## config.mk

```make
export PLATFORM = sky130hd
export DESIGN_NAME = cdtimer_bank
export DESIGN_NICKNAME = d
export VERILOG_FILES = /design/src/rtl/cdtimer_pkg.sv /design/src/rtl/cdtimer_chan.sv /design/src/rtl/cdtimer_bank.sv
export SDC_FILE = /design/constraint.sdc
export NUM_CORES = 1
export LEC_CHECK = 0
export CORE_MARGIN = 2
export CORE_UTILIZATION = 62
export DETAILED_ROUTE_END_ITERATION = 10
export PLACE_DENSITY = 0.84
export SLEW_MARGIN = 20
export SYNTH_ARGS = -nofsm -noshare
export SYNTH_HDL_FRONTEND = slang
export SYNTH_HIERARCHICAL = 1
export SYNTH_SLANG_ARGS = --single-unit
```

## constraint.sdc

```tcl
create_clock -name sysclk -period 3.45 [get_ports sysclk]
set_input_delay 1.035 -clock sysclk [delete_from_list [all_inputs] [get_ports sysclk]]
set_output_delay 1.035 -clock sysclk [all_outputs]
set_load 0.02 [all_outputs]
```

## src/rtl/cdtimer_pkg.sv

```systemverilog
// Shared register map and bit positions for the countdown timer bank.
package cdtimer_pkg;

    localparam logic [1:0] REG_COUNT  = 2'd0;
    localparam logic [1:0] REG_RELOAD = 2'd1;
    localparam logic [1:0] REG_CTRL   = 2'd2;
    localparam logic [1:0] REG_STATUS = 2'd3;

    localparam int CTRL_EN         = 0;
    localparam int CTRL_AUTORELOAD = 1;
    localparam int CTRL_SRC        = 2;
    localparam int CTRL_IRQEN      = 3;
    localparam int CTRL_BITS       = 4;

    localparam int STATUS_FLAG = 0;

endpackage

```

## src/rtl/cdtimer_chan.sv

```systemverilog
// One countdown channel: event edge detector, counter with reload, sticky expiry flag.
module cdtimer_chan
    import cdtimer_pkg::*;
#(
    parameter int WIDTH = 16
) (
    input  logic                 sysclk,
    input  logic                 sysreset,
    input  logic                 tick,
    input  logic                 counter_event,
    input  logic                 wr_count,
    input  logic                 wr_reload,
    input  logic                 wr_ctrl,
    input  logic                 wr_status,
    input  logic [WIDTH-1:0]     data_in,
    output logic [WIDTH-1:0]     count,
    output logic [WIDTH-1:0]     reload,
    output logic [CTRL_BITS-1:0] ctrl,
    output logic                 flag
);

    logic event_d;
    logic event_edge;
    logic pulse;
    logic expire;

    assign event_edge = counter_event & ~event_d;
    assign pulse      = ctrl[CTRL_EN] & (ctrl[CTRL_SRC] ? tick : event_edge);
    // A register write to COUNT swallows a coincident pulse, so it cannot expire either.
    assign expire     = pulse & ~wr_count & (count == WIDTH'(1));

    always_ff @(posedge sysclk or posedge sysreset) begin
        if (sysreset) begin
            event_d <= 1'b0;
            count   <= '0;
            reload  <= '0;
            ctrl    <= '0;
            flag    <= 1'b0;
        end else begin
            event_d <= counter_event;

            if (wr_count)
                count <= data_in;
            else if (expire)
                count <= ctrl[CTRL_AUTORELOAD] ? reload : '0;
            else if (pulse && count > WIDTH'(1))
                count <= count - WIDTH'(1);

            if (wr_reload)
                reload <= data_in;
            if (wr_ctrl)
                ctrl <= data_in[CTRL_BITS-1:0];

            if (expire)
                flag <= 1'b1;
            else if (wr_status && data_in[STATUS_FLAG])
                flag <= 1'b0;
        end
    end

endmodule

```

## src/rtl/cdtimer_bank.sv

```systemverilog
// Bank of NCH independent countdown timers sharing one prescaler and a small register file.
module cdtimer_bank
    import cdtimer_pkg::*;
#(
    parameter int WIDTH    = 16,
    parameter int NCH      = 4,
    parameter int PRESCALE = 50
) (
    input  logic                     sysclk,
    input  logic                     sysreset,
    input  logic [$clog2(NCH)+1:0]   addr,
    input  logic                     wr_en,
    input  logic [WIDTH-1:0]         data_in,
    output logic [WIDTH-1:0]         data_out,
    input  logic [NCH-1:0]           counter_event,
    output logic [NCH-1:0]           expired,
    output logic                     irq
);

    localparam int CW = (NCH > 1) ? $clog2(NCH) : 1;
    localparam int PW = $clog2(PRESCALE);

    logic [CW-1:0]        ch_sel;
    logic [PW-1:0]        presc;
    logic                 tick;
    logic [WIDTH-1:0]     count_q  [NCH];
    logic [WIDTH-1:0]     reload_q [NCH];
    logic [CTRL_BITS-1:0] ctrl_q   [NCH];
    logic [NCH-1:0]       flag_q;
    logic [NCH-1:0]       irq_src;

    generate
        if (NCH > 1) begin : g_sel
            assign ch_sel = addr[$clog2(NCH)+1:2];
        end else begin : g_sel1
            assign ch_sel = '0;
        end
    endgenerate

    assign tick = (presc == PW'(PRESCALE - 1));

    always_ff @(posedge sysclk or posedge sysreset) begin
        if (sysreset)
            presc <= '0;
        else if (tick)
            presc <= '0;
        else
            presc <= presc + PW'(1);
    end

    generate
        for (genvar i = 0; i < NCH; i++) begin : g_chan
            logic sel;
            assign sel = wr_en && (ch_sel == CW'(i));

            cdtimer_chan #(.WIDTH(WIDTH)) u_chan (
                .sysclk        (sysclk),
                .sysreset      (sysreset),
                .tick          (tick),
                .counter_event (counter_event[i]),
                .wr_count      (sel && addr[1:0] == REG_COUNT),
                .wr_reload     (sel && addr[1:0] == REG_RELOAD),
                .wr_ctrl       (sel && addr[1:0] == REG_CTRL),
                .wr_status     (sel && addr[1:0] == REG_STATUS),
                .data_in       (data_in),
                .count         (count_q[i]),
                .reload        (reload_q[i]),
                .ctrl          (ctrl_q[i]),
                .flag          (flag_q[i])
            );

            assign expired[i] = (count_q[i] == '0);
            assign irq_src[i] = flag_q[i] & ctrl_q[i][CTRL_IRQEN];
        end
    endgenerate

    assign irq = |irq_src;

    // Channel indices beyond NCH (non-power-of-two banks) read back as zero.
    always_comb begin
        data_out = '0;
        for (int i = 0; i < NCH; i++) begin
            if (ch_sel == CW'(i)) begin
                case (addr[1:0])
                    REG_COUNT:  data_out = count_q[i];
                    REG_RELOAD: data_out = reload_q[i];
                    REG_CTRL:   data_out = WIDTH'(ctrl_q[i]);
                    REG_STATUS: data_out = WIDTH'(flag_q[i]);
                    default:    data_out = '0;
                endcase
            end
        end
    end

endmodule

```

## Word-level counts from Yosys, hierarchy flattened

Index checks and enable logic that the tools add are counted.

| word-level totals | value |
|---|---|
| bits in registers | 158 |
| bits of input ports | 27 |
| output and inout port bits | 21 |
| logic and storage cells | 149 |

| cells by class | value |
|---|---|
| $add $sub $neg | 5 |
| order comparisons | 4 |
| equality and inequality tests | 11 |
| muxes and demuxes | 37 |
| bitwise logic cells | 28 |
| reduce and logical (&&, ||, !) cells | 43 |

Operators by type and width:

| cell | number |
|---|---|
| $mux 16 | 20 |
| $pmux 16 s4 | 4 |
| $eq 16x1->1 const B | 4 |
| $gt 16x1->1 const B | 4 |
| $logic_not 16->1 | 4 |
| $sub 16x1->16 const B | 4 |
| $logic_and 1x1->1 | 28 |
| $and 1x1->1 | 20 |
| $mux 1 | 12 |
| $reduce_bool 3->1 | 4 |
| $eq 2x2->1 const B | 4 |
| $not 1->1 | 8 |
| $reduce_bool 2->1 | 4 |
| $add 6x1->6 const B | 1 |
| $eq 6x6->1 const B | 1 |
| $mux 6 | 1 |
| $eq 2x1->1 const B | 2 |
| $logic_not 2->1 | 2 |
| $reduce_or 4->1 | 1 |

## Longest topological paths before layout

Gate-level depths: netlist of the first run.

| depth | value |
|---|---|
| depth in word-level cells | 8 |
| gate-level depth with buffers | 10 |
| mapped depth without buffers | 9 |

## Hierarchy

Netlist of the first run, hierarchy kept.

Modules (own cells, without submodules):

| module | instances | cells each | area each (sq um) | seq. area each (sq um) |
|---|---|---|---|---|
| cdtimer_chan | 4 | 217 | 2192.1 | 950.9 |
| cdtimer_bank | 1 | 240 | 1900.6 | 150.1 |

## Worst setup path before layout of the first run

OpenSTA, ideal clock, no wires.

| timing path | value |
|---|---|
| kind | input port to output port |
| start point | in addr[0] |
| end point | out data_out[15] |
| data arrival time | 2.274 ns |
| path slack | 0.141 ns |
| cell stages on the path | 6 |
| buffers on the path | 3 |
| cells stage by stage | buf_6 > buf_12 > nor2_1 > buf_4 > a31oi_1 > a221oi_1 |

| between the ends | value |
|---|---|
| word-level cells in the longest chain between the ends | 6 |
| elaborated cells between the ends (all ways) | 12 |
| those cells by class | eq/ne (3); mux (8); reduce/logical (1) |

RTL lines:

| what | line | text |
|---|---|---|
| from (decl) | cdtimer_bank.sv:11 | `input logic [$clog2(NCH)+1:0] addr,` |
| $eq 2x2->1, or another cell as far along | cdtimer_bank.sv:84 | `case (addr[1:0])` |
| $pmux 16 s4 | cdtimer_bank.sv:84 |  |
| $mux 16 (3 in a row) | cdtimer_bank.sv:83 | `if (ch_sel == CW'(i)) begin` |
| $mux 16 * | cdtimer_bank.sv:83 |  |
| to (decl) | cdtimer_bank.sv:14 | `output logic [WIDTH-1:0] data_out,` |

Mark *: on every way between the ends. The rest lies on a longest branch, timed or not.

## Worst setup path after layout of the first run

| timing path | value |
|---|---|
| start point | in addr[0] |
| end point | out data_out[8] |

Same word-level chain as after synthesis.

==> results of run 1 <==
## placed cells by master, fill, tap and decap left out, types with 10 or more instances in the layout
master           instances
clkbuf_16               17
buf_4                   90
inv_1                   31
o21ai_0                 47
ha_1                    10
clkdlybuf4s50_1         27
nor4_1                  32
o21ai_1                 12
a221oi_1                17
a21o_1                  15
nor3_1                  39
a21oi_1                 36
xnor2_1                 22
or4_1                   12
nor2_1                  68
mux4_2                  13
and2_1                  13
mux2i_1                 27
a22o_1                  12
mux2_2                  92
a211oi_1                28
dfrtp_1                158
o31ai_1                 12
buf_6                   11
a221o_1                 12
nand2_1                100
a32oi_1                 14
a22oi_1                 15
## state kept, by name (all words and copies together) (netlist names)
name and cells:
presc 6, g_chan.u_chan/count 64, g_chan.u_chan/event_d 4, g_chan.u_chan/ctrl 16, g_chan.u_chan/reload 64, g_chan.u_chan/flag 4
## worst paths after layout
check,from,to,cells past startpoint
max,addr[0],data_out[8],8
min reg2reg,presc[0]$_DFF_PP0_,presc[0]$_DFF_PP0_,1
max in group asynchronous,sysreset,g_chan[0].u_chan/count[10]$_DFFE_PP0P_,3
min in group asynchronous,sysreset,presc[2]$_DFF_PP0_,2
min,presc[0]$_DFF_PP0_,presc[0]$_DFF_PP0_,1
max reg2reg,presc[1]$_DFF_PP0_,g_chan[2].u_chan/count[11]$_DFFE_PP0P_,10
## final cells by class
type	count	area, µm²	share of cell area (%)
sequential	158	3954	31.63
inverter	31	116.4	0.9309
antenna	1	2.502	0.02002
clock inverter	12	135.1	1.081
multi-input combinational	833	6241	49.93
timing repair buffer	148	1319	10.55
clock buffer	20	456.7	3.654
tap	220	275.3	2.202
## repair_timing
item / 4_1_cts / 5_1_grt
pin swaps: 3 / 3
endpoints found under the setup margin: 16 / 14
gates resized for setup: 109 / 23
cloned: 2 / 0
setup buffers: 8 / 0
## logic make-up after synthesis
kind of cell	share of synthesized area [%]
fa+ha+maj	1.173
compound gates	20.55
buf+inv	5.277
simple gates	18.13
xor+xnor	2.216
mux	15.60
flops	37.06
## through the flow
step	setup TNS, ps	cells	util (%)	setup slack (ps)
floorplan	0	1108	-	140.8
finish	-43.28	1423	74.84	-20.57
global placement	-11180	1380	70.15	-755.7
detailed placement	-13410	1380	70.15	-948.1
global route	-25.59	1422	74.83	-19.70
CTS	-16.68	1422	74.72	-16.68
## power by group
| part | leakage [nW] | internal (mW) | switching [mW] |
|---|---|---|---|
| sequential | 1.92 | 2.39 | 1.04 |
| combinational | 2.90 | 1.41 | 1.55 |
| clock | 0.279 | 1.11 | 0.829 |
## per-layer routing
| layer | vias to the layer above | wire length, µm |
|---|---|---|
| met4 | 0 | 2633 |
| met1 | 5106 | 13790 |
| li1 | 4397 | - |
| met5 | - | 0 |
| met2 | 946 | 16110 |
| met3 | 269 | 5001 |
==> flow_metrics.tcl, run 1 <==
set metrics [dict create \
    outcome "finished, violations left" \
    failed_checks "setup timing" \
    yosysMostFrequentCell "dfrtp_1" \
    synth-edff-count 0 \
    hpwl_um 25150 \
    die_h_um 135.2 \
    route.detailed.drc 0 \
    vias 10718 \
    routed_wirelength_um 37530 \
    dieWidth_um 135.2 \
    clk_pin_slew_worst_paths_ps 60 \
    clock_latency_ps 440 \
    grt_max_degree 39 \
    hold_viol 0 \
    grtUsageMet2_pct 61.39 \
    use_met1_pct 55.94 \
    grt.busiest_layer "met2" \
    grt_usage_pct 41.88 \
    synth_top_area_share_pct 37.06 \
    max_stage_delay_ps 320 \
    ys_types 66 \
    met3_usage_pct 11.15 \
    drv_slew 0 \
    cts_tree "yes" \
    ys.flop_type "dfrtp_1" \
    async_flop_share_pct 100.0 \
    ctsHtreeMaxLevel 4 \
    synth.avg_cell_area_um2 9.629 \
    detail_route.vias_per_cell 7.532 \
    yosysSeqAreaShare_pct 37.06 \
    max-slew-margin-rel_pct 30.27 \
    critPathRequiredTime_ps 2410 \
    finalCriticalPeriod_ps 3471 \
    coreArea_mm2 0.01670 \
    hold_buffers 0 \
    fmax_mhz 288.1 \
    ir_drop_mv 0.4205 \
    grt_pass1_wl_um 58040 \
    drt-pass1-iter-count 6 \
    worstMarginPinSlew_ps 1043 \
    syn_nets 1145 \
    cts_made_buffers 17 \
    setup_ws_ps -20.57 \
    nFillCells 1140 \
    syn-cell-area_mm2 0.01067 \
    setup_violations 3 \
    cp_max_fo 8 \
    skew_ps 14.95 \
    area_growth_pct 17.16 \
    rrSetupSlack_ps 630 \
    ys_ff_latch 158 \
    hold-worst-slack_ps 518.2 \
    die-area_mm2 0.01827 \
    antenna_found_initial 0 \
    clkSinkCount 158 \
    drtIter0Drc 1999 \
    cp_data_arrival_time_ps 2440 \
    post-route-period-util_pct 100.6 \
    leakagePower_nw 5.097 \
    hp-class "flop to flop" \
    cts_buffer_depth 2 \
    yosysTopAreaCell "dfrtp_1" \
    grt_overflow 0 \
    drive_above_1_share_pct 24.63 \
    synth_top_cells_by_area "dfrtp_1 (37%), mux2_2 (9.7%), nand2_1 (3.6%), mux4_2 (2.7%), mux2i_1 (2.7%)" \
    routedWlPerCell_um 26.37 \
    slowest_stage "mux2_4" \
    crit_type "input pin to output port" \
    pwr_density_cell_mw_per_mm2 666.0 \
    cp_top_family "buffers and inverters" \
    drv_cap 0 \
    ant_nets 0 \
    synthCells 1108 \
    yosys_warnings 6 \
    portBuffers 47 \
    start_kind "input pin" \
    power_mw 8.324 \
    rows 47 \
    rsz0062_at_grt "true" \
    start_util_pct 63.88 \
    cts-root-buf "clkbuf_16" \
    crit_path_end_kind "output port" \
    design_area_mm2 0.01250 \
    synth_common_cells "dfrtp_1 (158), nand2_1 (101), mux2_2 (92)" \
    nets 1226 \
    placed_area_mm2 0.01172 \
    path_buf_inv 4 \
    io_pins 48 \
    gp_congestion 0.9883 \
    first_global_vias 10257 \
    worstPathCellList "buf_12 -> buf_12 -> buf_6 -> mux2_4 -> a32oi_1 -> o221ai_1 -> and2_4 -> buf_6" \
]
Note: power is estimated with default switching activity, not from simulation.
==> run 2: changes to the inputs <==
Settings changed: CTS_CLUSTER_DIAMETER set to 150.
==> results of run 2 <==
The final DEF is identical to that of run 1; final timing and power are the same.
==> run 3: changes to the inputs <==
Settings changed: PLACE_DENSITY 0.84 to 0.79.
==> run 3 against run 2 <==
The flow now finishes without violations. Power is 0.58% lower. Clock power is 5% lower. Die area stayed put. Critical endpoint is now data_out[9].
==> flow_metrics.tcl, run 3 (same netlist as run 1, synthesis figures left out) <==
set metrics [dict create \
    outcome "complete, no violations" \
    grt_pass1_wl_um 57700 \
    leakagePower_nw 5.127 \
    clkSinkCount 158 \
    grt_max_degree 39 \
    finalCriticalPeriod_ps 3448 \
    grt_overflow 0 \
    dieWidth_um 135.2 \
    rsz0062_at_grt "true" \
    cp_data_arrival_time_ps 2410 \
    final_cell_mix "dfrtp_1 (158), nand2_1 (100), mux2_2 (92)" \
    routedWlPerCell_um 26.81 \
    start_kind "input pin" \
    routed_wirelength_um 38100 \
    drv_cap 0 \
    area_growth_pct 17.96 \
    die-area_mm2 0.01827 \
    nets 1226 \
    max_stage_delay_ps 310 \
    final_util_pct 75.35 \
    cts_tree "yes" \
    cts_made_buffers 17 \
    ant_nets 0 \
    first_global_vias 9824 \
    die_h_um 135.2 \
    design_area_mm2 0.01258 \
    layout_commonest_cell "dfrtp_1" \
    drive_above_1_share_pct 25.98 \
    hpwl_um 25870 \
    drt-pass1-iter-count 6 \
    slowest_stage "mux2_4" \
    cp_max_fo 7 \
    fmax_mhz 290.0 \
    nFillCells 1181 \
    ir_drop_mv 0.4792 \
    reg_top3 "g_chan.u_chan/count: 64 flops, g_chan.u_chan/reload: 64 flops, g_chan.u_chan/ctrl: 16 flops" \
    worstMarginPinSlew_ps 832.8 \
    antenna_cells 0 \
    detail_route.vias_per_cell 7.403 \
    pwr_density_cell_mw_per_mm2 657.6 \
    antenna_found_initial 0 \
    cts_buffer_depth 2 \
    gp_congestion 1.002 \
    drtIter0Drc 1668 \
    hold_viol 0 \
    clk_pin_slew_worst_paths_ps 70 \
    hold-worst-slack_ps 528.8 \
    crit_path_end_kind "output port" \
    start_util_pct 63.88 \
    drv_slew 0 \
    placed_area_mm2 0.01172 \
    skew_ps 11.91 \
    portBuffers 47 \
    clock_latency_ps 440 \
    crit_type "input pin to output port" \
    ctsHtreeMaxLevel 4 \
    route.detailed.drc 0 \
    dp_cells 1379 \
    coreArea_mm2 0.01670 \
    hp-class "flop to flop" \
    io_pins 48 \
    grt_usage_pct 41.92 \
    final_cells 1421 \
    post-route-period-util_pct 99.93 \
    cts-root-buf "clkbuf_16" \
    worstPathCellList "buf_8 -> bufbuf_16 -> mux2_4 -> a32oi_1 -> o221ai_2 -> and2_4 -> buf_2" \
    rows 47 \
    setup_violations 0 \
    max-slew-margin-rel_pct 44.30 \
    critPathRequiredTime_ps 2410 \
    vias 10519 \
]
## run 3: cell types whose count changed in the layout (fill, tap and decap cells not counted), sizes merged
| cell | before | now |
|---|---|---|
| clkinv | 4 | 7 |
| bufinv | 2 | 1 |
| clkbuf | 22 | 21 |
| clkinvlp | 4 | 3 |
| diode | 1 | 0 |
| inv | 33 | 32 |
## run 3: path summary, 6_finish.rpt
kind	end	slack, ps	from	depth (start not counted)
max	data_out[9]	2	addr[0]	7
min	presc[0]$_DFF_PP0_	530	presc[0]$_DFF_PP0_	1
max reg2reg	g_chan[0].u_chan/count[13]$_DFFE_PP0P_	180	presc[1]$_DFF_PP0_	10
min reg2reg	presc[0]$_DFF_PP0_	530	presc[0]$_DFF_PP0_	1
max in group asynchronous	g_chan[0].u_chan/reload[13]$_DFFE_PP0P_	1860	sysreset	3
min in group asynchronous	presc[5]$_DFF_PP0_	980	sysreset	2
## run 3: what timing repair did
| action | CTS | global route |
|---|---|---|
| setup endpoints to repair | 16 | 15 |
| pin swaps | 10 | 8 |
| hold buffers | 0 | 0 |
| resized for setup | 129 | 23 |
| buffers inserted | 7 | 1 |
| gates cloned | 4 | 0 |
## run 3: layout make-up
cell class | count | area, µm² | area share (%)
clock buffers | 19 | 452.9 | 3.599
flip-flops and latches | 158 | 3954 | 31.42
well taps | 220 | 275.3 | 2.187
repair buffers | 148 | 1346 | 10.70
inverters | 31 | 116.4 | 0.9246
multi-input cells | 833 | 6325 | 50.26
clock inverters | 12 | 115.1 | 0.9147
## run 3: critical path: cells and delay by family
family | cells | cell delay (ps)
AND/OR/NAND/NOR | 1 | 170
multiplexers | 1 | 310
buffers and inverters | 3 | 550
AO/OA/AOI/OAI | 2 | 350
## run 3: metal layers
metal  share of wire, %  routed length [µm]  vias to the layer above  global-route usage (%)
met5                  0                   0                        -                       0
met4                5.4                2072                        0                   18.23
met3                 12                4624                      200                   10.77
met2                 44               16800                      855                   63.48
met1                 38               14600                     5077                   57.29
li1                   -                   -                     4387                       -
## run 3: power by group
group / switching (mW) / internal (mW)
registers: 1.02 / 2.39
clock network: 0.819 / 1.03
logic: 1.58 / 1.44
## run 3: per-stage QoR
stage / TNS (ps) / power [mW] / setup WS, ps
detailed placement: -12060 / 6.187 / -993.0
global placement: -11900 / 6.109 / -952.9
global route: -39.61 / 8.590 / -26.48
finish: 0 / 8.276 / 2.286
floorplan: 0 / 5.071 / 140.8
CTS: 0 / 8.097 / 4.888
